[src/rtl/spi_regfile_pkg.sv]
// Shared constants for the SPI-facing control/status register file:
// address map, write-FSM state encoding and the CTRL lock bit position.
package spi_regfile_pkg;

    localparam logic [7:0] ADDR_ID      = 8'h00;
    localparam logic [7:0] ADDR_CTRL    = 8'h01;
    localparam logic [7:0] ADDR_STATUS  = 8'h02;
    localparam logic [7:0] ADDR_IRQEN   = 8'h03;
    localparam logic [7:0] ADDR_GP_BASE = 8'h04;

    localparam int CTRL_LOCK_BIT = 7;

    typedef enum logic [1:0] {
        ST_IDLE     = 2'd0,
        ST_WRITE    = 2'd1,
        ST_WAIT_LOW = 2'd2
    } wr_state_e;

    // True when addr falls inside the general-purpose window [base, gp_end).
    function automatic logic is_gp_addr(input logic [7:0] addr, input logic [7:0] gp_end);
        return (addr >= ADDR_GP_BASE) && (addr < gp_end);
    endfunction

endpackage

[src/rtl/spi_regfile_sync_ff.sv]
// Single-bit level synchronizer with a configurable number of flops.
module sync_ff #(
    parameter int DEPTH = 2
) (
    input  logic clk,
    input  logic rst_n,
    input  logic d_i,
    output logic q_o
);

    logic [DEPTH-1:0] sync_q;

    // Shift the asynchronous level through the synchronizer chain.
    always_ff @(posedge clk or negedge rst_n) begin
        if (!rst_n) begin
            sync_q <= '0;
        end else begin
            sync_q <= {sync_q[DEPTH-2:0], d_i};
        end
    end

    assign q_o = sync_q[DEPTH-1];

endmodule

[src/rtl/spi_regfile.sv]
// Control/status register file behind the SPI slave. The sclk-domain write
// enable is synchronized into clk and a small FSM executes exactly one write
// per wre level. Read data is a combinational mux sampled by the SPI side.
// Optional build macro SPI_REGFILE_LOCK_EN: CTRL[7] locks GP and IRQ_EN writes.
module spi_regfile
    import spi_regfile_pkg::*;
#(
    parameter logic [7:0] CHIP_ID     = 8'hA5,
    parameter int         NUM_GP      = 12,
    parameter int         SYNC_STAGES = 2
) (
    input  logic                  clk,
    input  logic                  rst_n,
    input  logic [7:0]            rf_addr,
    input  logic [7:0]            rf_din,
    input  logic                  wre,
    output logic [7:0]            rf_dout,
    input  logic [7:0]            evt_in,
    output logic [7:0]            ctrl_out,
    output logic [8*NUM_GP-1:0]   cfg_out,
    output logic                  irq,
    output logic                  wr_strobe,
    output logic [7:0]            wr_addr
);

    localparam logic [7:0] GP_END = ADDR_GP_BASE + 8'(NUM_GP);

    logic       wre_s;
    wr_state_e  state_q;
    logic       wr_strobe_q;
    logic [7:0] wr_addr_q;
    logic       irq_q;

    logic [7:0] ctrl_q,   ctrl_d;
    logic [7:0] status_q, status_d;
    logic [7:0] irqen_q,  irqen_d;
    logic [7:0] gp_q [NUM_GP];
    logic [7:0] gp_d [NUM_GP];

    logic       gp_hit_s;
    logic [7:0] gp_off_s;
    logic       locked_s;
    logic       wr_ok_s;
    logic       do_write_s;
    logic [7:0] w1c_s;
    logic [7:0] rd_data_s;

    sync_ff #(
        .DEPTH (SYNC_STAGES)
    ) u_wre_sync (
        .clk   (clk),
        .rst_n (rst_n),
        .d_i   (wre),
        .q_o   (wre_s)
    );

`ifdef SPI_REGFILE_LOCK_EN
    assign locked_s = ctrl_q[CTRL_LOCK_BIT];
`else
    assign locked_s = 1'b0;
`endif

    // Decode the target address and decide whether a write there is legal.
    always_comb begin
        gp_hit_s = is_gp_addr(rf_addr, GP_END);
        gp_off_s = rf_addr - ADDR_GP_BASE;
        wr_ok_s  = 1'b0;
        case (rf_addr)
            ADDR_ID:     wr_ok_s = 1'b0;
            ADDR_CTRL:   wr_ok_s = 1'b1;
            ADDR_STATUS: wr_ok_s = 1'b1;
            ADDR_IRQEN:  wr_ok_s = !locked_s;
            default:     wr_ok_s = gp_hit_s && !locked_s;
        endcase
    end

    assign do_write_s = (state_q == ST_WRITE) && wr_ok_s;

    // Write FSM: one write per synchronized wre level, with registered strobe/address.
    always_ff @(posedge clk or negedge rst_n) begin
        if (!rst_n) begin
            state_q     <= ST_IDLE;
            wr_strobe_q <= 1'b0;
            wr_addr_q   <= 8'h00;
        end else begin
            case (state_q)
                ST_IDLE: begin
                    wr_strobe_q <= 1'b0;
                    if (wre_s) begin
                        state_q <= ST_WRITE;
                    end else begin
                        state_q <= ST_IDLE;
                    end
                end
                ST_WRITE: begin
                    wr_strobe_q <= wr_ok_s;
                    if (wr_ok_s) begin
                        wr_addr_q <= rf_addr;
                    end else begin
                        wr_addr_q <= wr_addr_q;
                    end
                    state_q <= ST_WAIT_LOW;
                end
                ST_WAIT_LOW: begin
                    wr_strobe_q <= 1'b0;
                    if (!wre_s) begin
                        state_q <= ST_IDLE;
                    end else begin
                        state_q <= ST_WAIT_LOW;
                    end
                end
                default: begin
                    wr_strobe_q <= 1'b0;
                    state_q     <= ST_IDLE;
                end
            endcase
        end
    end

    // Next-state for all registers; events set STATUS after the W1C so a set wins.
    always_comb begin
        ctrl_d  = ctrl_q;
        irqen_d = irqen_q;
        w1c_s   = 8'h00;
        for (int i = 0; i < NUM_GP; i++) begin
            gp_d[i] = gp_q[i];
        end
        if (do_write_s) begin
            case (rf_addr)
                ADDR_CTRL:   ctrl_d  = rf_din;
                ADDR_STATUS: w1c_s   = rf_din;
                ADDR_IRQEN:  irqen_d = rf_din;
                default: begin
                    for (int i = 0; i < NUM_GP; i++) begin
                        if (gp_hit_s && (gp_off_s == 8'(i))) begin
                            gp_d[i] = rf_din;
                        end else begin
                            gp_d[i] = gp_q[i];
                        end
                    end
                end
            endcase
        end else begin
            w1c_s = 8'h00;
        end
        status_d = (status_q & ~w1c_s) | evt_in;
    end

    // Register storage and the registered interrupt output.
    always_ff @(posedge clk or negedge rst_n) begin
        if (!rst_n) begin
            ctrl_q   <= 8'h00;
            status_q <= 8'h00;
            irqen_q  <= 8'h00;
            irq_q    <= 1'b0;
            for (int i = 0; i < NUM_GP; i++) begin
                gp_q[i] <= 8'h00;
            end
        end else begin
            ctrl_q   <= ctrl_d;
            status_q <= status_d;
            irqen_q  <= irqen_d;
            irq_q    <= |(status_q & irqen_q);
            for (int i = 0; i < NUM_GP; i++) begin
                gp_q[i] <= gp_d[i];
            end
        end
    end

    // Combinational read mux on the SPI-side address; unmapped addresses read zero.
    always_comb begin
        rd_data_s = 8'h00;
        case (rf_addr)
            ADDR_ID:     rd_data_s = CHIP_ID;
            ADDR_CTRL:   rd_data_s = ctrl_q;
            ADDR_STATUS: rd_data_s = status_q;
            ADDR_IRQEN:  rd_data_s = irqen_q;
            default: begin
                for (int i = 0; i < NUM_GP; i++) begin
                    if (gp_hit_s && (gp_off_s == 8'(i))) begin
                        rd_data_s = gp_q[i];
                    end else begin
                        rd_data_s = rd_data_s;
                    end
                end
            end
        endcase
    end

    for (genvar g = 0; g < NUM_GP; g++) begin : g_cfg
        assign cfg_out[8*g +: 8] = gp_q[g];
    end

    assign rf_dout   = rd_data_s;
    assign ctrl_out  = ctrl_q;
    assign irq       = irq_q;
    assign wr_strobe = wr_strobe_q;
    assign wr_addr   = wr_addr_q;

endmodule

[config.mk]
export PLATFORM = sky130hd
export DESIGN_NAME = spi_regfile
export DESIGN_NICKNAME = d
export VERILOG_FILES = /design/src/rtl/spi_regfile_pkg.sv /design/src/rtl/spi_regfile_sync_ff.sv /design/src/rtl/spi_regfile.sv
export SDC_FILE = /design/constraint.sdc
export NUM_CORES = 1
export LEC_CHECK = 0
export CELL_PAD_IN_SITES_DETAIL_PLACEMENT = 1
export CELL_PAD_IN_SITES_GLOBAL_PLACEMENT = 1
export CORE_ASPECT_RATIO = 0.7
export CORE_MARGIN = 4
export CORE_UTILIZATION = 42
export CTS_BUF_LIST = sky130_fd_sc_hd__clkbuf_4 sky130_fd_sc_hd__clkbuf_8
export DETAILED_ROUTE_END_ITERATION = 6
export PLACE_DENSITY = 0.87
export SYNTH_ARGS = -nofsm -noshare
export SYNTH_HDL_FRONTEND = slang
export SYNTH_SLANG_ARGS = --single-unit
[constraint.sdc]
create_clock -name clk -period 6.8 [get_ports clk]
set_clock_uncertainty 0.2 [all_clocks]
set_input_delay 1.36 -clock clk [delete_from_list [all_inputs] [get_ports clk]]
set_output_delay 1.36 -clock clk [all_outputs]
set_load 0.005 [all_outputs]
======== After elaboration in Yosys (flattened, before gate mapping) ========
Cells that the tools add are included.
operators by class
  add/sub/neg operators ................... 1
  shift operators ......................... 0
  mux-type cells .......................... 20
  equality and inequality tests ........... 16
  $lt $le $gt $ge ......................... 2
  bitwise gates (word level) .............. 5
  reduce and logical (&&, ||, !) cells .... 34
  divide/modulo/power cells ............... 0
  multiply operators ...................... 0
operators with widths
  cell                                                                                  number
  8-bit 2-to-1 mux                                                                      14
  3-bit AND reduction                                                                   12
  8-bit by 2-bit == test with 1-bit output (second input constant)                      4
  8-bit by 3-bit == test with 1-bit output (second input constant)                      4
  8-bit by 4-bit == test with 1-bit output (second input constant)                      4
  8-bit case mux with 4 select lines                                                    1
  8-bit bitwise AND                                                                     2
  8-bit by 1-bit == test with 1-bit output (second input constant)                      2
  8-bit logical NOT                                                                     2
  1-bit logical AND                                                                     14
  8-bit by 3-bit greater-or-equal comparator with 1-bit output (second input constant)  1
  8-bit by 5-bit < comparator with 1-bit output (second input constant)                 1
  8-bit inverter                                                                        1
  8-bit OR                                                                              1
  8-bit OR reduction                                                                    1
  8-bit by 3-bit subtractor with 8-bit output (second input constant)                   1
  2-bit case mux with 3 select lines                                                    1
  2-bit AND reduction                                                                   3
  3-bit OR reduction                                                                    1
  2-bit by 1-bit == test with 1-bit output (second input constant)                      1
  2-bit == test (second input constant)                                                 1
  2-bit logical NOT                                                                     1
  1-bit 2-to-1 mux                                                                      2
  2-bit 2-to-1 mux                                                                      1
  other kinds (2)                                                                       2
storage, ports and cells
  memory bits (read-only) ................. 0
  bits in registers ....................... 134
  memories kept ........................... 0
  bits in writable memories ............... 0
  latch bits .............................. 0
  bits of input ports ..................... 27

======== Logic depth before layout (Yosys ltp) ========
  word-level depth ........................ 16
  depth in mapped cells ................... 8
  mapped depth without buffers ............ 5

======== By module ========
From an unflattened synthesis, not the netlist that was laid out.
unflattened totals
  cell total of the unflattened synthesis .. 490
  area, all modules ....................... 6252.2 um^2
by module, submodules not included
  module       instances  cells each  area each (um^2)
  spi_regfile  1          488         6202.2
  sync_ff      1          2           50.0

======== Worst setup path before layout ========
No wires, ideal clock.
  path kind ............................... input-to-output
  start ................................... input rf_addr[4]
  end ..................................... output rf_dout[4]
  stages .................................. 6
  arrival ................................. 2.801 ns
  required time ........................... 5.240 ns
  slack ................................... 2.439 ns
  cell sequence ........................... or4_1 > buf_4 > nor2_1 > a22oi_1 > a31o_2 > a31oi_1
on the way
  cells in the longest elaborated chain, start to end .. 16
  elaborated cells on any way between the ends .. 45
  those cells by class .................... add/sub (1); order compare (2); eq/ne (14); mux (13); reduce/logical (15)
ends and longest elaborated chain
  element                                                              RTL line                                   text
  from (decl)                                                          spi_regfile.sv:14                          input logic [7:0] rf_addr,
  8-bit by 3-bit subtractor with 8-bit output (tied with other cells)  spi_regfile.sv:66                          gp_off_s = rf_addr - ADDR_GP_BASE;
  8-bit logical NOT or 1-bit logical AND (tied branches)               spi_regfile.sv:180, spi_regfile_pkg.sv:21
  1-bit logical AND                                                    spi_regfile.sv:180                         if (gp_hit_s && (gp_off_s == 8'(i))) begin
  8-bit 2-to-1 mux (12 in series)                                      spi_regfile.sv:180
  8-bit case mux with 4 select lines *                                 spi_regfile.sv:173                         case (rf_addr)
  to (decl)                                                            spi_regfile.sv:17                          output logic [7:0] rf_dout,
Mark *: on every way between the ends. The rest lies on a longest branch, timed or not.

======== Final worst setup path ========
Same ends and word-level chain as after synthesis.

==> summary.md <==
| Metric | Value |
|---|---|
| Pwr Density | 216 mW/mm^2 |
| CTS-repair resized insts | 0 |
| Crit-path max cell delay | 880 ps |
| Syn_area_per_cell | 12.6 sq um |
| Worst path most repeated cell | clkdlybuf4s50_1 |
| All-layer global routing usage | 25.7% |
| Multi-input gate area | 0.00291 sq mm |
| Slew Viols, Final | 0 |
| First-pass GRT wire length | 34200 um |
| Hold-fix buffers, CTS | 0 |
| Type of the most critical hold path | reg -> reg |
| Largest net degree at the start of global routing | 89 |
| H-Tree Depth | 4 |
| Inserted Diodes | 0 |
| Sequential Power Share | 46.2% |
| Row cnt | 37 |
| Initial antenna violation count | 0 |
| Switching Power | 472 uW |
| DRT Pass-1 Iters | 4 |
| Crit path cell chain | clkdlybuf4s50_1 > or4_1 > nor2_1 > a22oi_1 > a31o_2 > a31oi_1 > clkdlybuf4s50_1 |
| Clock share of power | 42.9% |
| CORE AREA | 0.0149 sq mm |
| Synth warn | 0 |
| Max Fclk | 168 MHz |
| Starting Density | 43.2% |
| Total clock sinks | 134 |
| Layout cell share with drive strength beyond 1 | 28.2% |
| Final Cycle Share | 87.8% |
| Setup-failing EPs final | 0 |
| Vias/cell | 5.89 |
| Outcome | completed |
| Die Span X | 156 um |
| Dpl hpwl | 15300 um |
| Crit path DAT | 4410 ps |
| Syn Inst Count | 508 |
| Required @ worst endpoint | 5240 ps |
| RSZ-0062 raised after global routing | false |
| Type of origin of the critical path | input pin |
| Int Power | 1.38 mW |
| Setup TNS | 0 ps |
| Initial drt markers | 348 |
| Fill cells | 1498 |
| Clk_lat worst skew | 450 ps |
| Port bufs | 148 |
| Post-CTS Setup Bufs | 0 |
| Total power draw | 1.85 mW |
| Final core occ | 57.5% |
| Post-Place Worst Slack | 908 ps |
| Area growth syn-to-layout | 33.0% |
| Max VDD drop | 0.000107 V |
| Max_cap viols | 0 |
| Io pins | 149 |
| Crit Path Class | in -> out |
| Slew @ Worst Pin | 1150 ps |
| Final GP Congestion | 0.911 |
| Post-synthesis cell type count | 54 |
| CTS Buf Count | 17 |
| Sequential fraction of the synthesis area | 52.2% |
| DRT Wirelength | 21800 um |
| Final #Nets | 680 |
| Root Buffer | clkbuf_8 |
| Mapped Nets | 535 |
| Die footprint | 0.0174 sq mm |
| Post-Synthesis Cell Area | 0.00642 sq mm |
| Wire per inst | 25.3 um |
| EDFF count, synth | 0 |
| Final hold vios | 0 |
| Ys flop type | dfrtp_1 |
| Design area | 0.00854 sq mm |
| Logic gate share of total power | 10.9% |
| Vias in the first global route | 5537 |
| Clk slew on worst S/H paths | 80 ps |
| Reg area | 0.00335 sq mm |
| Crit. End Element | output port |
| DR vias | 5067 |
| ANT nets after route | 0 |
| Post-route setup slack | 831 ps |
| Tmin final | 5970 ps |
| Slowest stage cell, crit path | or4_1 |
| Leakage dissipation | 3.79 nW |
| DRC violations left | 0 |
| Switching share of power | 25.6% |
| Maximum fanout along the worst path | 9 |
| Flops & latches, synth | 134 |
| Die Height | 111 um |
| Rel. slew slack | 23.4% |
| Grt ovf | 0 |
| Placed Area | 0.00807 sq mm |
| Max Buffers Root-to-Sink | 2 |
| Post-synth ARST share | 100% |
| CTS tree | built |
==> worst paths after layout <==
check	to	cells past startpoint	startpoint	slack [ps]
worst max-delay path	rf_dout[4]	7	rf_addr[4]	830
worst max register to register	cfg_out[31]	4	state_q[1]	4510
max in group asynchronous	cfg_out[32]	2	rst_n	4280
min in group asynchronous	wr_addr[2]	1	rst_n	930
worst min-delay path	u_wre_sync.sync_q[1]	0	u_wre_sync.sync_q[0]	170
worst min register to register	u_wre_sync.sync_q[1]	0	u_wre_sync.sync_q[0]	170
==> cell usage after synthesis, drive strengths merged, types with 10 or more instances <==
cell type  instances  share of area [%]
nand2b            10               0.97
nand2             32                1.9
nand3             13                1.5
a22oi             10                1.2
dfrtp            134                 52
buf               13               0.99
mux2             117                 21
o21ai             19                1.5
mux2i             13                2.0
a21oi             12               0.93
nor2              20                1.7
clkbuf            18                1.1
==> stage by stage <==
step | hold slack [ps] | std cells
final | 171 | 861
after global routing | 174 | 861
after CTS | 171 | 861
after detailed placement | 146 | 829
after global placement | 143 | 829
after floorplan | 131 | 508
==> kinds of logic (layout without fill, tap and decap cells) <==
group                  Yosys count  in the layout  synth area share (%)
muxes                          137            137                  25.0
and+or+nand+nor                112            112                  10.8
AOI/OAI and AO/OA               87             87                  9.54
DFF                            134            134                  52.2
buffers and inverters           38            196                  2.45
==> layer usage <==
layer	wire, um	vias up	global-route usage (%)
li1	-	2168	-
met5	0	-	0
met4	327	0	6.36
met1	9500	2639	35.4
met3	2050	31	9.52
met2	9920	229	38.7
==> flip-flops by register name, summed over array words and instances (netlist names) <==
register and cells:
cfg_out 96, ctrl_out 8, irq 1, irqen_q 8, state_q 2, status_q 8, u_wre_sync.sync_q 2, wr_addr 8
wr_strobe 1
==> power by group through the flow <==
stage               registers (mW)  logic (mW)  clock network, mW
floorplan                    0.864      0.0830                  0
finish                       0.855       0.201              0.792
global placement             0.867       0.194                  0
CTS                          0.854       0.203              0.805
detailed placement           0.870       0.201                  0
global route                 0.859       0.217              0.835
==> worst max-delay path: cells and delay by family <==
family	cells	cell delay, ps
AOI/OAI and AO/OA	3	640
buffers and inverters	2	1000
and+or+nand+nor	2	1420
==> layout make-up <==
type / instances / area share (%)
clock inverter: 14 / 2.61
multi-input combinational: 336 / 34.1
inverter: 7 / 0.308
clock buffer: 18 / 2.90
sequential: 134 / 39.3
tap: 195 / 2.86
timing repair buffer: 157 / 18.0
==> cells in the final DEF, fill, tap and decap left out, drive strengths merged, types with 5 or more instances in the layout <==
cell type / instances
o21ai: 19
a21oi: 12
mux4: 7
clkbuf: 18
mux2i: 13
nor2: 20
nand3: 13
a22oi: 10
nand2b: 10
bufinv: 5
inv: 10
clkdlybuf4s50: 145
buf: 12
dfrtp: 134
nand2: 32
and2: 5
nor3: 9
nor2b: 8
a21o: 9
mux2: 117
No activity file was read; power rests on OpenSTA's default activity.
==> RTL change, RTL diff (same flow settings) <==
The parameter `NUM_GP` goes from 12 to 13.
--- a/src/rtl/spi_regfile.sv
+++ b/src/rtl/spi_regfile.sv
@@ -6,7 +6,7 @@
     import spi_regfile_pkg::*;
 #(
     parameter logic [7:0] CHIP_ID     = 8'hA5,
-    parameter int         NUM_GP      = 12,
+    parameter int         NUM_GP      = 13,
     parameter int         SYNC_STAGES = 2
 ) (
     input  logic                  clk,
Ports: changed (resized cfg_out); port bits go from 149 to 157. The function was not compared with the original's and may differ.
==> RTL change against the original RTL <==
Setup slack worse by 300 ps. Largest power group unchanged. Sequential cell count is 8 higher. Critical path depth stayed put. Combinational power is 13% lower. Sequential power is 3.2% higher. Worst hold slack worse by 15 ps. Routed wire length is 13% higher. Critical path type unchanged. Power is 2.3% lower. Design area is 5.6% higher. Register-to-register slack worse by 440 ps. Final cell count is 7.1% higher. Synthesized area is 7.1% higher.
==> RTL change: results (changes against the original RTL) <==
status finished clean (unchanged); vias in the first global route 6,166 (was 5,537); via count 5,544 (was 5,067); path depth of the worst reg2reg path 5 (was 4); total iterations of the first detailed-routing run 6 (was 4); Worst EP arrival 4710 ps (was 4410 ps); CP max stage cell clkdlybuf4s50_1 (was or4_1); leakage power 4.008 nW (was 3.785 nW); Post-DP HPWL 17,240 um (was 15,250 um); r2r setup slk 4070 ps (was 4510 ps); nets 718 (was 680); Switching Fraction 0.2511 (was 0.2555); R2R Path End cfg_out[14] (was cfg_out[31]); Net Count, Synth 572 (was 535); largest net degree at the start of global routing 84 (was 89); FILL cells 1,640 (was 1,498); first-pass GRT wire length 38,320 um (was 34,160 um); share of cells above drive strength 1 0.2650 (was 0.2823); Avg Inst Size Synth 12.62 sq um (was 12.65 sq um); synth unique cells 59 (was 54); sequential share of the synthesized area 0.5166 (was 0.5220); CP max stage delay 740 ps (was 880 ps); commonest cells in the synthesized netlist dfrtp_1, mux2_2, clkbuf_1 (was dfrtp_1, mux2_2, nand2_1); CP max FO 15 (was 9); Largest register FFs 104 (was 96); Tightest Pin Transition 1022 ps (was 1150 ps); Place WS 596.2 ps (was 907.8 ps); clock root cell clkbuf_8 (unchanged); Port Buffers 156 (was 148); DRT iter0 DRCs 447 (was 348); worst skew pair latency 450 ps (about the same); Final Wtd Congestion 0.9435 (was 0.9105); top post-synthesis cells by area dfrtp_1, mux2_2, mux2i_1, nor3_4, clkbuf_1 (was dfrtp_1, mux2_2, mux4_2, mux2i_1, nand2_1); Worst IR Drop VDD 0.0001064 V (was 0.0001073 V); diode count 0 (unchanged); placed cells 892 (was 829); WL/cell 26.77 um (was 25.31 um); Overall Global Routing Usage 0.2716 (was 0.2570); final std cells w/o fill 922 (was 861)
[RTL change: cell count changes in the layout (fill, tap and decap cells not counted), moves of 5 or more]
| cell | before | now |
|---|---|---|
| mux2_2 | 116 | 128 |
| clkdlybuf4s50_1 | 145 | 154 |
| dfrtp_1 | 134 | 142 |
| nand2_1 | 31 | 23 |
| nand3_2 | 6 | 0 |
| nor2_1 | 16 | 22 |
| o22ai_1 | 2 | 8 |
| buf_4 | 10 | 5 |
| inv_1 | 7 | 2 |
[RTL change: cell type report]
cell class / instances / area (sq um) / share of cell area
clock inverters: 11 / 166.4 / 0.01844
repair buffers: 161 / 1595 / 0.1768
well taps: 220 / 275.3 / 0.03050
flip-flops and latches: 142 / 3553 / 0.3937
multi-input cells: 366 / 3168 / 0.3510
inverters: 3 / 11.26 / 0.001248
clock buffers: 19 / 255.2 / 0.02828
[RTL change: worst max-delay path, delay by kind of cell]
kind / cells / cell delay [ps]
AOI/OAI and AO/OA: 3 / 860
buffers and inverters: 2 / 1230
and+or+nand+nor: 2 / 1250
[RTL change: power by group through the flow]
stage,combinational (mW),clock (mW),sequential [mW]
after floorplan,0.0678,0,0.897
after global placement,0.165,0,0.896
after detailed placement,0.171,0,0.899
after CTS,0.173,0.754,0.882
after global routing,0.186,0.791,0.886
final,0.174,0.750,0.882
[RTL change: logic make-up after synthesis]
| group | count (synthesis) | synth area share |
|---|---|---|
| compound gates | 95 | 0.09497 |
| xor+xnor | 1 | 0.001274 |
| buf+inv | 37 | 0.02274 |
| flops | 142 | 0.5166 |
| mux | 153 | 0.2560 |
| simple gates | 117 | 0.1084 |
[RTL change: metrics by stage]
step	area [sq um]	hold slack, ps	power (mW)	utilization
final	9025	155.9	1.805	0.5717
after global routing	9025	176.5	1.862	0.5717
after CTS	9025	161.2	1.809	0.5717
after detailed placement	8603	145.8	1.070	0.5450
after global placement	8603	143.0	1.061	0.5450
after floorplan	6878	131.2	0.9647	-
[RTL change: worst max path at each step]
stage	cells after the start	endpoint	slack (ps)
after floorplan	7	rf_dout[7]	2330
after global placement	7	rf_dout[0]	780
after detailed placement	7	rf_dout[0]	600
after CTS	7	rf_dout[0]	570
after global routing	7	rf_dout[2]	260
final	7	rf_dout[2]	530
[RTL change: routing by layer]
metal	wire length [um]	global-route usage
met3	1993	0.08456
met2	11200	0.4140
met4	817	0.1000
met1	10670	0.3698
met5	0	0
